===== config.mk =====
export PLATFORM = sky130hd
export DESIGN_NAME = spi_fetch
export DESIGN_NICKNAME = d
export VERILOG_FILES = /design/src/rtl/spi_pkg.sv /design/src/rtl/spi_fetch.sv
export SDC_FILE = /design/constraint.sdc
export NUM_CORES = 1
export LEC_CHECK = 0
export BUFFER_PORTS_ARGS = -buffer_cell sky130_fd_sc_hd__buf_2
export CAP_MARGIN = 5
export CORE_MARGIN = 2
export CORE_UTILIZATION = 53
export DETAILED_ROUTE_END_ITERATION = 8
export MAX_ROUTING_LAYER = met4
export PLACE_DENSITY = 0.9
export SLEW_MARGIN = 30
export SYNTH_ARGS = -nofsm -noshare
export SYNTH_HDL_FRONTEND = slang
export SYNTH_SLANG_ARGS = --single-unit

===== constraint.sdc =====
create_clock -name clk -period 4.2 [get_ports clk]
set_clock_uncertainty 0.1 [all_clocks]
set_input_delay 0.42 -clock clk [delete_from_list [all_inputs] [get_ports clk]]
set_output_delay 0.42 -clock clk [all_outputs]
set_load 0.05 [all_outputs]

===== src/rtl/spi_pkg.sv =====
// spi_pkg: shared SPI register map, fetch FSM states and header length
package spi_pkg;
   typedef enum logic [1:0] {IDLE, WR, WT, RD} state_t;
   localparam logic [2:0] DATA_END = 3'd0;
   localparam logic [2:0] DATA     = 3'd1;
   localparam logic [2:0] STATUS   = 3'd2;
   localparam logic [2:0] INTR     = 3'd3;
   localparam logic [2:0] MODE     = 3'd4;
   localparam logic [2:0] CLKDIV   = 3'd5;
   localparam logic [4:0] HDR_LEN  = 5'd4;
endpackage


===== src/rtl/spi_fetch.sv =====
// spi_fetch: flash read engine sharing the SPI register port with the CPU
module spi_fetch
   import spi_pkg::*;
#(
   parameter logic [1:0] SEL = 2'd0,
   parameter logic [7:0] CMD = 8'h03
) (
   input  logic        clk,
   input  logic        reset,
   input  logic        req,
   input  logic [23:0] req_addr,
   input  logic [3:0]  req_len,
   output logic        busy,
   output logic        rd_valid,
   output logic [7:0]  rd_data,
   output logic        done,
   input  logic [2:0]  cpu_addr,
   input  logic [7:0]  cpu_data_in,
   input  logic [1:0]  cpu_sel,
   input  logic        cpu_read,
   input  logic        cpu_write,
   output logic [7:0]  cpu_data_out,
   output logic        cpu_stall,
   output logic        cpu_interrupt,
   output logic [2:0]  spi_addr,
   output logic [7:0]  spi_wdata,
   output logic [1:0]  spi_sel,
   output logic        spi_read,
   output logic        spi_write,
   input  logic [7:0]  spi_rdata,
   input  logic        spi_interrupt
);
   state_t      state, state_nxt;
   logic [4:0]  idx, idx_nxt;
   logic [23:0] addr;
   logic [3:0]  len;
   logic        cpu_own, idle, hdr, last, grant;
   logic [7:0]  hdr_byte;

   assign idle  = state == IDLE;
   assign busy  = !idle;
   assign hdr   = idx < HDR_LEN;
   assign last  = idx == HDR_LEN + {1'b0, len};
   assign grant = idle && req && !cpu_own && !cpu_read && !cpu_write;
   assign hdr_byte = !hdr ? 8'h00 : idx[1:0] == 2'd0 ? CMD : idx[1:0] == 2'd1 ? addr[23:16] :
                     idx[1:0] == 2'd2 ? addr[15:8] : addr[7:0];

   // CPU owns the port in IDLE; strobes are held low while reset is asserted
   assign spi_write     = !reset && (idle ? cpu_write : state == WR);
   assign spi_read      = !reset && (idle ? cpu_read : state == RD);
   assign spi_sel       = idle ? cpu_sel : SEL;
   assign spi_wdata     = idle ? cpu_data_in : hdr_byte;
   assign spi_addr      = idle ? cpu_addr : state == WR ? (idx == 5'd0 ? DATA_END : DATA) :
                          (state == RD && last) ? DATA_END : DATA;
   assign cpu_data_out  = idle ? spi_rdata : 8'h00;
   assign cpu_interrupt = idle && spi_interrupt;
   assign cpu_stall     = !reset && !idle && (cpu_read || cpu_write);

   always_comb begin
      state_nxt = state;
      idx_nxt   = idx;
      case (state)
         IDLE: if (grant) begin
            state_nxt = WR;
            idx_nxt   = 5'd0;
         end
         WR: state_nxt = WT;
         WT: if (spi_interrupt) begin
            state_nxt = hdr ? WR : RD;
            idx_nxt   = hdr ? idx + 5'd1 : idx;
         end
         RD: begin
            state_nxt = last ? IDLE : WR;
            idx_nxt   = last ? 5'd0 : idx + 5'd1;
         end
         default: state_nxt = IDLE;
      endcase
   end

   always_ff @(posedge clk or posedge reset) begin
      if (reset) begin
         state    <= IDLE;
         idx      <= 5'd0;
         addr     <= 24'd0;
         len      <= 4'd0;
         cpu_own  <= 1'b0;
         rd_valid <= 1'b0;
         rd_data  <= 8'h00;
         done     <= 1'b0;
      end else begin
         state    <= state_nxt;
         idx      <= idx_nxt;
         rd_valid <= state == RD;
         done     <= state == RD && last;
         if (state == RD) rd_data <= spi_rdata;
         if (grant) begin
            addr <= req_addr;
            len  <= req_len;
         end
         if (idle && cpu_write && cpu_addr == DATA_END) cpu_own <= 1'b1;
         else if (idle && cpu_read && cpu_addr == DATA_END) cpu_own <= 1'b0;
      end
   end
endmodule


==> results_dict.tcl, run 1 <==
set metrics [dict create \
    run_status "complete, no violations" \
    routabilityCongestion 0.860 \
    wire_per_inst_um 14.9 \
    slowest_delay_ns 0.48 \
    postSynthCellCount 209 \
    num_antenna_cells 0 \
    coreArea_um2 4350 \
    synth_top_area_share_pct 48.2 \
    fin_hold_ws_ns 0.164 \
    ys_types 35 \
    worst_setup_path_start_kind "flip-flop" \
    postSynthAreaPerCell_um2 11.4 \
    synth_fp_nets 269 \
    setup_viol 0 \
    antenna_found_initial 0 \
    ys_seq_area_share_pct 48.2 \
    layout_min_cycle_time_ns 2.99 \
    wl_um 5220 \
    die_area_um2 5060 \
    cp_data_arrival_time_ns 2.47 \
    ys_ff_latch 46 \
    cts_buffer_depth 2 \
    postPlaceCellArea_um2 2860 \
    setup_tns_ns 0 \
    cap_violations 0 \
    cp_top_family "multiplexers" \
    ir_drop_mv 0.619 \
    dp_worst_setup_slack_ns 1.52 \
    max_slew.worst_pin.slew_ns 0.803 \
    crit_path_top_delay_cell "dfrtp_1" \
    clk_latency_ns 0.31 \
    cts_resized 0 \
    drive_gt1_share_pct 51.2 \
    hpwl_um 3730 \
    clk_pin_slew_ns 0.09 \
    power.density_nw_per_um2 829 \
    syn_to_final_growth_pct 24.0 \
    start_util_pct 54.9 \
    crit_type "reg2out" \
    worst_slack_ns 1.21 \
    netlist.top_cell.by_area "dfrtp_1" \
    crit_fanout 8 \
    slew_viol_final 0 \
    drt_iter0_markers 113 \
    vias 1875 \
    clockRootBuffer "clkbuf_8" \
    cts_tree "built" \
    ant_nets 0 \
    fillers 333 \
    numCtsBuffers 5 \
    nets 356 \
    dieHeight_um 71.2 \
    p_leak_nw 1.50 \
    hold_viol 0 \
    h-tree-depth 2 \
    cp-end-kind "output port" \
    cts_setup_buffers 0 \
    fin_cells 349 \
    power_mw 2.46 \
    worstPathRequired_ns 3.68 \
    drc 0 \
    die_x_um 71.2 \
    row_count 24 \
    critPathBufInv 2 \
    fin_area_um2 2960 \
    grt-ovfl-total 0 \
    grt_usage_pct 22.4 \
    via_per_inst 5.37 \
    post-route-util_pct 68.0 \
    dp.cells 341 \
    ctsHoldBuffers 0 \
    grt_max_degree 47 \
    ioPinCount 91 \
    netlist_area_um2 2390 \
    crit_chain "inv_1, ha_1, mux2_2, mux2_2, o21ai_0, o21ai_0, buf_2" \
    period_share_pct 71.2 \
    ys.warnings.count 0 \
    rsz0062_at_grt "no" \
    port_buffers 90 \
    worst_hold_path_type "in2async" \
    slew_headroom_pct 46.4 \
    drt_pass1_iterations 5 \
    cts.sinks 46 \
    grt_pass1_vias 1858 \
    fmax_mhz 335 \
    grt_first_pass_wirelength_um 8690 \
    synth_area_leaders "dfrtp_1, mux2_2, and2_1" \
]
worst register-to-register path: stages (launching register included):
cell,delay (ns)
dfrtp_1,0.53
nor2_4,0.52
nand4b_2,0.55
buf_4,0.41
and3_1,0.19
a211o_2,0.25
routing by layer:
layer | global-route usage [%] | part of all wire, % | vias up
met2 | 34.3 | 51 | 53
met3 | 4.42 | 4.1 | 8
met5 | - | 0 | -
met4 | 8.18 | 1.3 | 0
met1 | 29.8 | 43 | 903
li1 | - | - | 911
where the power goes:
group          internal [mW]  switching, mW  leakage, nW  total (mW)
Sequential             0.642          0.142        0.565       0.784
Combinational          0.460          0.903        0.884        1.36
Clock                  0.151          0.158       0.0544       0.309
Total                   1.25           1.20         1.50        2.46
cell families (layout without fill, tap and decap cells):
group           count (synthesis)  count (layout)  share of synthesized area, %
buf+inv                        17             105                          3.30
xor+xnor                        5               5                          1.83
mux                            48              48                          22.3
flops                          46              46                          48.2
simple gates                   57              57                          13.8
fa+ha+maj                       5               5                          2.62
compound gates                 31              31                          8.06
registers in the layout (all words and copies together), names as in the netlist:
| register | cells |
|---|---|
| addr | 24 |
| state | 2 |
| len | 4 |
| idx | 5 |
| done | 1 |
| cpu_own | 1 |
| rd_data | 8 |
| rd_valid | 1 |
cells in the final DEF (no fill, tap or decap), types with 4 or more instances in the layout:
master / instances
o21ai_0: 12
inv_1: 5
buf_2: 90
a21oi_1: 10
mux2_2: 41
clkbuf_8: 7
ha_1: 5
and2_1: 14
nand2_1: 12
nor2_1: 12
dfrtp_1: 46
mux2i_1: 7
nand3_1: 4
final cells by class:
class                   count  area, µm²  area share [%]
multi-input cells         146       1160            39.1
clock inverters             1       8.76           0.296
clock buffers               7       96.3            3.25
repair buffers             91        458            15.5
flip-flops and latches     46       1150            38.9
well taps                  52       65.1            2.20
inverters                   6       23.8           0.802
synthesized netlist by cell type, drive strengths merged:
| cell type | number |
|---|---|
| a2111oi | 1 |
| a211o | 2 |
| a21oi | 11 |
| a22o | 1 |
| a311o | 1 |
| a32o | 1 |
| and2 | 15 |
| and3 | 4 |
| buf | 6 |
| clkbuf | 5 |
| dfrtp | 46 |
| ha | 5 |
| inv | 6 |
| mux2 | 41 |
| mux2i | 7 |
| nand2 | 12 |
| nand3 | 4 |
| nand4 | 2 |
| nand4b | 1 |
| nor2 | 13 |
| nor3 | 3 |
| nor4 | 2 |
| nor4b | 1 |
| o21ai | 13 |
| o31ai | 1 |
| xnor2 | 2 |
| xor2 | 3 |
worst paths after layout:
| kind | start | end | slack (ns) | cells after the start |
|---|---|---|---|---|
| max | idx[0] | spi_wdata[1] | 1.21 | 7 |
| min in group clk | req_addr[2] | addr[2] | 0.23 | 2 |
| min reg2reg | rd_data[7] | rd_data[7] | 0.41 | 1 |
| max in group asynchronous | reset | addr[9] | 3.36 | 2 |
| max reg2reg | state[1] | idx[3] | 1.53 | 5 |
| min | reset | state[1] | 0.16 | 2 |
(Power assumes the default switching activity.)
==> run 2: changes to the inputs <==
--- a/config.mk
+++ b/config.mk
@@ -5,13 +5,14 @@
 export SDC_FILE = /design/constraint.sdc
 export NUM_CORES = 1
 export LEC_CHECK = 0
+export ABC_AREA = 1
 export BUFFER_PORTS_ARGS = -buffer_cell sky130_fd_sc_hd__buf_2
 export CAP_MARGIN = 5
 export CORE_MARGIN = 2
-export CORE_UTILIZATION = 53
+export CORE_UTILIZATION = 44
 export DETAILED_ROUTE_END_ITERATION = 8
 export MAX_ROUTING_LAYER = met4
-export PLACE_DENSITY = 0.9
+export PLACE_DENSITY = 0.81
 export SLEW_MARGIN = 30
 export SYNTH_ARGS = -nofsm -noshare
 export SYNTH_HDL_FRONTEND = slang
==> constraint.sdc (replaced) <==
create_clock -name clk -period 2.5 [get_ports clk]
set_clock_uncertainty 0.1 [all_clocks]
set_input_delay 0.25 -clock clk [delete_from_list [all_inputs] [get_ports clk]]
set_output_delay 0.25 -clock clk [all_outputs]
set_load 0.05 [all_outputs]
==> run 2 against run 1 <==
  * The flow now finishes with violations (negative hold slack)
  * Critical path depth shrank 1
  * Setup slack got worse by 1.0 ns
  * Largest power group unchanged
  * Core utilization decreased by 12 points
  * Critical path type unchanged
  * Synthesized cell count increased by 39%
  * Via count is 15% higher
  * Sequential power is 53% higher
==> results_dict.tcl, run 2 <==
set metrics [dict create \
    grt_max_degree 47 \
    largestRegisters "addr x24, rd_data x8, idx x5" \
    slew_headroom_pct 48.5 \
    ant_nets 0 \
    grt-ovfl-total 0 \
    syn_to_final_growth_pct 26.0 \
    setup_tns_ns 0 \
    regArea_um2 1150 \
    postSynthAreaPerCell_um2 8.32 \
    fmax_mhz 436 \
    slew_viol_final 0 \
    violations "negative hold slack" \
    multi_input_comb_area_um2 1080 \
    ir_drop_mv 0.633 \
    cap_violations 0 \
    hold_viol 46 \
    fillers 497 \
    p_sw_share_pct 52.9 \
    power.density_nw_per_um2 1330 \
    cp_data_arrival_time_ns 1.95 \
    p_int_mw 1.92 \
    drc 0 \
    ys.flop_type "dfrtp_1" \
    async_flop_share_pct 100 \
    synth_edf_count 0 \
    nets 441 \
    rsz0062_at_grt "no" \
    ioPinCount 91 \
    dp.cells 446 \
    netlist.top_cell.by_area "dfrtp_1" \
    clk_pin_slew_ns 0.10 \
    synth_top_area_share_pct 47.5 \
    h-tree-depth 2 \
    wl_um 5260 \
    cts_tree "built" \
    drt_pass1_iterations 5 \
    die_x_um 78.2 \
    antenna_found_initial 0 \
    cp-end-kind "output port" \
    routabilityCongestion 0.896 \
    crit_fanout 12 \
    die_area_um2 6110 \
    clockRootBuffer "clkbuf_8" \
    grt_pass1_vias 1902 \
    power_frac_comb_pct 56.4 \
    layout_min_cycle_time_ns 2.30 \
    ctsHoldBuffers 0 \
    cts_buffer_depth 2 \
    row_count 27 \
    setup_viol 0 \
    fin_cells 454 \
    worst_hold_path_type "in2async" \
    final_common_cell "buf_2" \
    drt_iter0_markers 101 \
    grt_first_pass_wirelength_um 8610 \
    worstPathRequired_ns 2.15 \
    crit_type "reg2out" \
    ys_seq_area_share_pct 47.5 \
    synth_most_common_cell "nand2_1" \
    p_leak_nw 1.74 \
    p_seq_share_pct 29.5 \
    max_slew.worst_pin.slew_ns 0.772 \
    vias 2147 \
    port_buffers 90 \
    grt_usage_pct 17.9 \
    final_cell_mix "buf_2, nand2_1, dfrtp_1" \
    coreArea_um2 5410 \
    ys_types 23 \
    hpwl_um 4030 \
    period_share_pct 91.8 \
    netlist_area_um2 2420 \
    drive_gt1_share_pct 28.3 \
    cts_setup_buffers 0 \
    dieHeight_um 78.2 \
    wire_per_inst_um 11.6 \
    ys.warnings.count 0 \
    post-route-util_pct 56.5 \
    power_mw 4.07 \
    via_per_inst 4.73 \
    postSynthCellCount 291 \
    largest_reg_flops 24 \
    power.switching_mw 2.15 \
    num_antenna_cells 0 \
    worst_setup_path_start_kind "flip-flop" \
    top_register "addr" \
    clkPwrFrac_pct 14.1 \
    synth_area_leaders "dfrtp_1, nand2_1, mux2_1" \
    fin_hold_ws_ns -0.0189 \
    ys_ff_latch 46 \
    clk_latency_ns 0.31 \
    start_util_pct 44.8 \
    numCtsBuffers 5 \
    synth_common_cells "nand2_1, dfrtp_1, inv_1, nor2_1, o21ai_0" \
    synth_fp_nets 351 \
    cts.sinks 46 \
    run_status "finished, violations left" \
]
==> run 2: what timing repair did <==
action | CTS | global route
setup endpoints to repair | 0 | 8
resized for setup | 0 | 4
hold endpoints to repair | 0 | 0
==> run 2: worst paths after layout <==
path | start | end | slack (ns) | cells past startpoint
max in group asynchronous | reset | idx[0] | 1.83 | 2
min in group clk | req_addr[16] | addr[16] | 0.04 | 2
worst max-delay path | idx[1] | spi_wdata[5] | 0.20 | 6
worst min register to register | rd_data[1] | rd_data[1] | 0.39 | 2
worst max register to register | state[0] | idx[0] | 0.52 | 6
worst min-delay path | reset | idx[1] | -0.02 | 2
==> run 2: area by class of cell <==
type	instances	area share, %
flip-flops and latches	46	37.7
multi-input cells	198	35.4
repair buffers	92	15.4
inverters	38	4.71
well taps	72	2.95
clock buffers	5	2.25
clock inverters	3	1.56
==> run 2: per-stage QoR <==
stage	worst slack [ns]	cell area (µm²)	hold slack (ns)
2_1_floorplan	0.246	2420	0.282
3_3_place_gp	0.508	2930	0.362
3_5_place_dp	0.451	2930	0.366
4_1_cts	0.0779	3040	0.0425
5_1_grt	0.0271	3050	0.0383
6_report	0.204	3050	-0.0189
==> run 2: kinds of logic after synthesis <==
logic type,synth area share (%)
and+or+nand+nor,22.5
buffers and inverters,8.01
DFF,47.5
AOI/OAI and AO/OA,7.28
muxes,10.7
adders and majority gates,2.58
xor gates and xnor gates,1.45
==> run 2: worst max-delay path, cell delays in order, from the launching register on <==
cell	delay, ns
dfrtp_1	0.48
inv_1	0.12
ha_1	0.24
inv_1	0.25
o21ai_0	0.15
o21ai_1	0.12
buf_2	0.27
==> run 2: power by group through the flow <==
stage	clock network (mW)	registers, mW	logic (mW)
final	0.573	1.20	2.30
after global routing	0.622	1.24	2.50
after CTS	0.586	1.20	2.29
after detailed placement	0	1.21	2.29
after global placement	0	1.20	2.24
after floorplan	0	1.40	1.58
==> run 2: metal layers <==
| metal | track usage (%) | wire [µm] | up-vias | share of wire [%] |
|---|---|---|---|---|
| li1 | - | - | 1106 | - |
| met1 | 23.6 | 2470 | 978 | 47 |
| met2 | 28.5 | 2440 | 59 | 46 |
| met3 | 3.68 | 300 | 4 | 5.7 |
| met4 | 4.91 | 53 | 0 | 1.0 |
| met5 | - | 0 | - | 0 |
==> run 3: changes to the inputs <==
--- a/config.mk
+++ b/config.mk
@@ -5,7 +5,6 @@
 export SDC_FILE = /design/constraint.sdc
 export NUM_CORES = 1
 export LEC_CHECK = 0
-export ABC_AREA = 1
 export BUFFER_PORTS_ARGS = -buffer_cell sky130_fd_sc_hd__buf_2
 export CAP_MARGIN = 5
 export CORE_MARGIN = 2
==> run 3 against run 2 <==
  * The run now ends clean
  * Critical endpoint is now spi_wdata[0]
  * Maximum frequency decreased by 3.5%
  * Core utilization increased by 2.8 points
  * Highest routed layer unchanged
  * Critical path type unchanged
  * Sequential power increased by 8%
  * Worst hold slack improved by 0.10 ns
  * Global-route usage increased by 0.71 points
  * Clock power decreased by 26%
  * Final cell count decreased by 17%
  * Wire length increased by 0.34%
  * Sequential share of layout area decreased by 0.18 points
  * Total power increased by 2.5%
  * Largest power group unchanged
==> results_dict.tcl, run 3 (synthesis gave the netlist of run 1 again) <==
set metrics [dict create \
    run_status "complete, no violations" \
    post-route-util_pct 59.3 \
    row_count 26 \
    cts_buffer_depth 2 \
    wire_per_inst_um 14.0 \
    ant_nets 0 \
    setup_tns_ns 0 \
    hpwl_um 3990 \
    period_share_pct 95.1 \
    clockRootBuffer "clkbuf_8" \
    largestRegisters "addr x24, rd_data x8, idx x5" \
    top_register "addr" \
    max_slew.worst_pin.slew_ns 0.421 \
    grt_max_degree 34 \
    final_cell_mix "buf_2, dfrtp_1, mux2_2" \
    slew_viol_final 0 \
    grt_pass1_vias 1846 \
    h-tree-depth 2 \
    drt_pass1_iterations 4 \
    dp_worst_setup_slack_ns 0.312 \
    dieHeight_um 77.7 \
    multi_input_comb_area_um2 1170 \
    cts.sinks 46 \
    routabilityCongestion 0.848 \
    crit_top_cell "mux2_2" \
    p_sw_share_pct 48.6 \
    slowest_delay_ns 0.47 \
    crit_type "reg2out" \
    antenna_found_initial 0 \
    p_int_mw 2.15 \
    power_frac_comb_pct 59.1 \
    crit_path_top_delay_cell "dfrtp_2" \
    grt-ovfl-total 0 \
    cts_tree "built" \
    vias 1899 \
    hold_viol 0 \
    largest_reg_flops 24 \
    postPlaceCellArea_um2 2950 \
    clkPwrFrac_pct 10.1 \
    worst_slack_ns 0.121 \
    drt_iter0_markers 126 \
    p_leak_nw 1.54 \
    via_per_inst 5.02 \
    syn_to_final_growth_pct 28.4 \
    worstPathRequired_ns 2.15 \
    layout_min_cycle_time_ns 2.38 \
    die_x_um 77.7 \
    drive_gt1_share_pct 53.2 \
    port_buffers 90 \
    drc 0 \
    cap_violations 0 \
    grt_first_pass_wirelength_um 8740 \
    cp-end-kind "output port" \
    numCtsBuffers 5 \
    worst_setup_path_start_kind "flip-flop" \
    fmax_mhz 420 \
    wl_um 5280 \
    final_common_cell "buf_2" \
    die_area_um2 6040 \
    regArea_um2 1150 \
    setup_viol 0 \
    p_seq_share_pct 30.8 \
    slew_headroom_pct 71.9 \
    cp_data_arrival_time_ns 2.03 \
    fillers 412 \
    nets 368 \
    power.switching_mw 2.03 \
    clk_latency_ns 0.29 \
    start_util_pct 46.2 \
    worst_hold_path_type "in2reg" \
    coreArea_um2 5170 \
    num_antenna_cells 0 \
    ir_drop_mv 0.771 \
    ioPinCount 91 \
    crit_fanout 7 \
    grt_usage_pct 18.7 \
    clk_pin_slew_ns 0.08 \
    crit_chain "inv_2, ha_4, mux2_2, mux2_2, o21ai_0, o21ai_1, clkbuf_4" \
    fin_area_um2 3070 \
    power.density_nw_per_um2 1360 \
]
-- run 3: metal layers --
| layer | global-route usage, % | vias to the layer above | share of wire (%) |
|---|---|---|---|
| met5 | - | - | 0 |
| met4 | 8.04 | 0 | 2.4 |
| met3 | 3.60 | 13 | 4.3 |
| met2 | 30.4 | 48 | 52 |
| met1 | 22.6 | 908 | 41 |
| li1 | - | 930 | - |
-- run 3: final cells by class --
type | count | share of cell area (%)
Clock inverter | 1 | 0.245
Multi-Input combinational cell | 146 | 38.2
Clock buffer | 6 | 2.37
Timing Repair Buffer | 103 | 18.0
Sequential cell | 46 | 37.6
Inverter | 6 | 0.734
Tap cell | 70 | 2.85
-- run 3: power by group through the flow --
stage | registers [mW] | clock network (mW) | logic, mW
floorplan | 1.48 | 0 | 1.67
global placement | 1.28 | 0 | 2.37
detailed placement | 1.30 | 0 | 2.42
CTS | 1.28 | 0.437 | 2.43
global route | 1.34 | 0.467 | 2.63
finish | 1.29 | 0.422 | 2.47
-- run 3: critical path: cells and delay by family (launching register included) --
kind,cells,cell delay [ns]
DFF,1,0.47
muxes,2,0.57
adders and majority gates,1,0.16
buffers and inverters,2,0.32
AOI/OAI and AO/OA,2,0.23
-- run 3: repair_timing --
action | in CTS | in global routing
pin swaps | 0 | 1
endpoints found under the setup margin | 1 | 3
endpoints found under the hold margin | 13 | 0
hold buffers | 1 | 0
setup buffers | 0 | 2
gates resized for setup | 1 | 5
-- run 3: final timing paths --
path,from,end,slack (ns),cells past startpoint
max,idx[0],spi_wdata[0],0.12,7
min,req_addr[19],addr[19],0.08,2
max reg2reg,len[2],idx[2],0.50,6
min reg2reg,cpu_own,cpu_own,0.40,1
max in group asynchronous,reset,idx[0],1.18,4
min in group asynchronous,reset,rd_data[7],0.39,3
-- run 3: through the flow --
step	instances	hold slack (ns)	power, mW
floorplan	209	0.290	3.16
global placement	368	0.134	3.65
detailed placement	368	0.137	3.71
CTS	376	0.0764	4.15
global route	378	0.0720	4.44
finish	378	0.0846	4.18
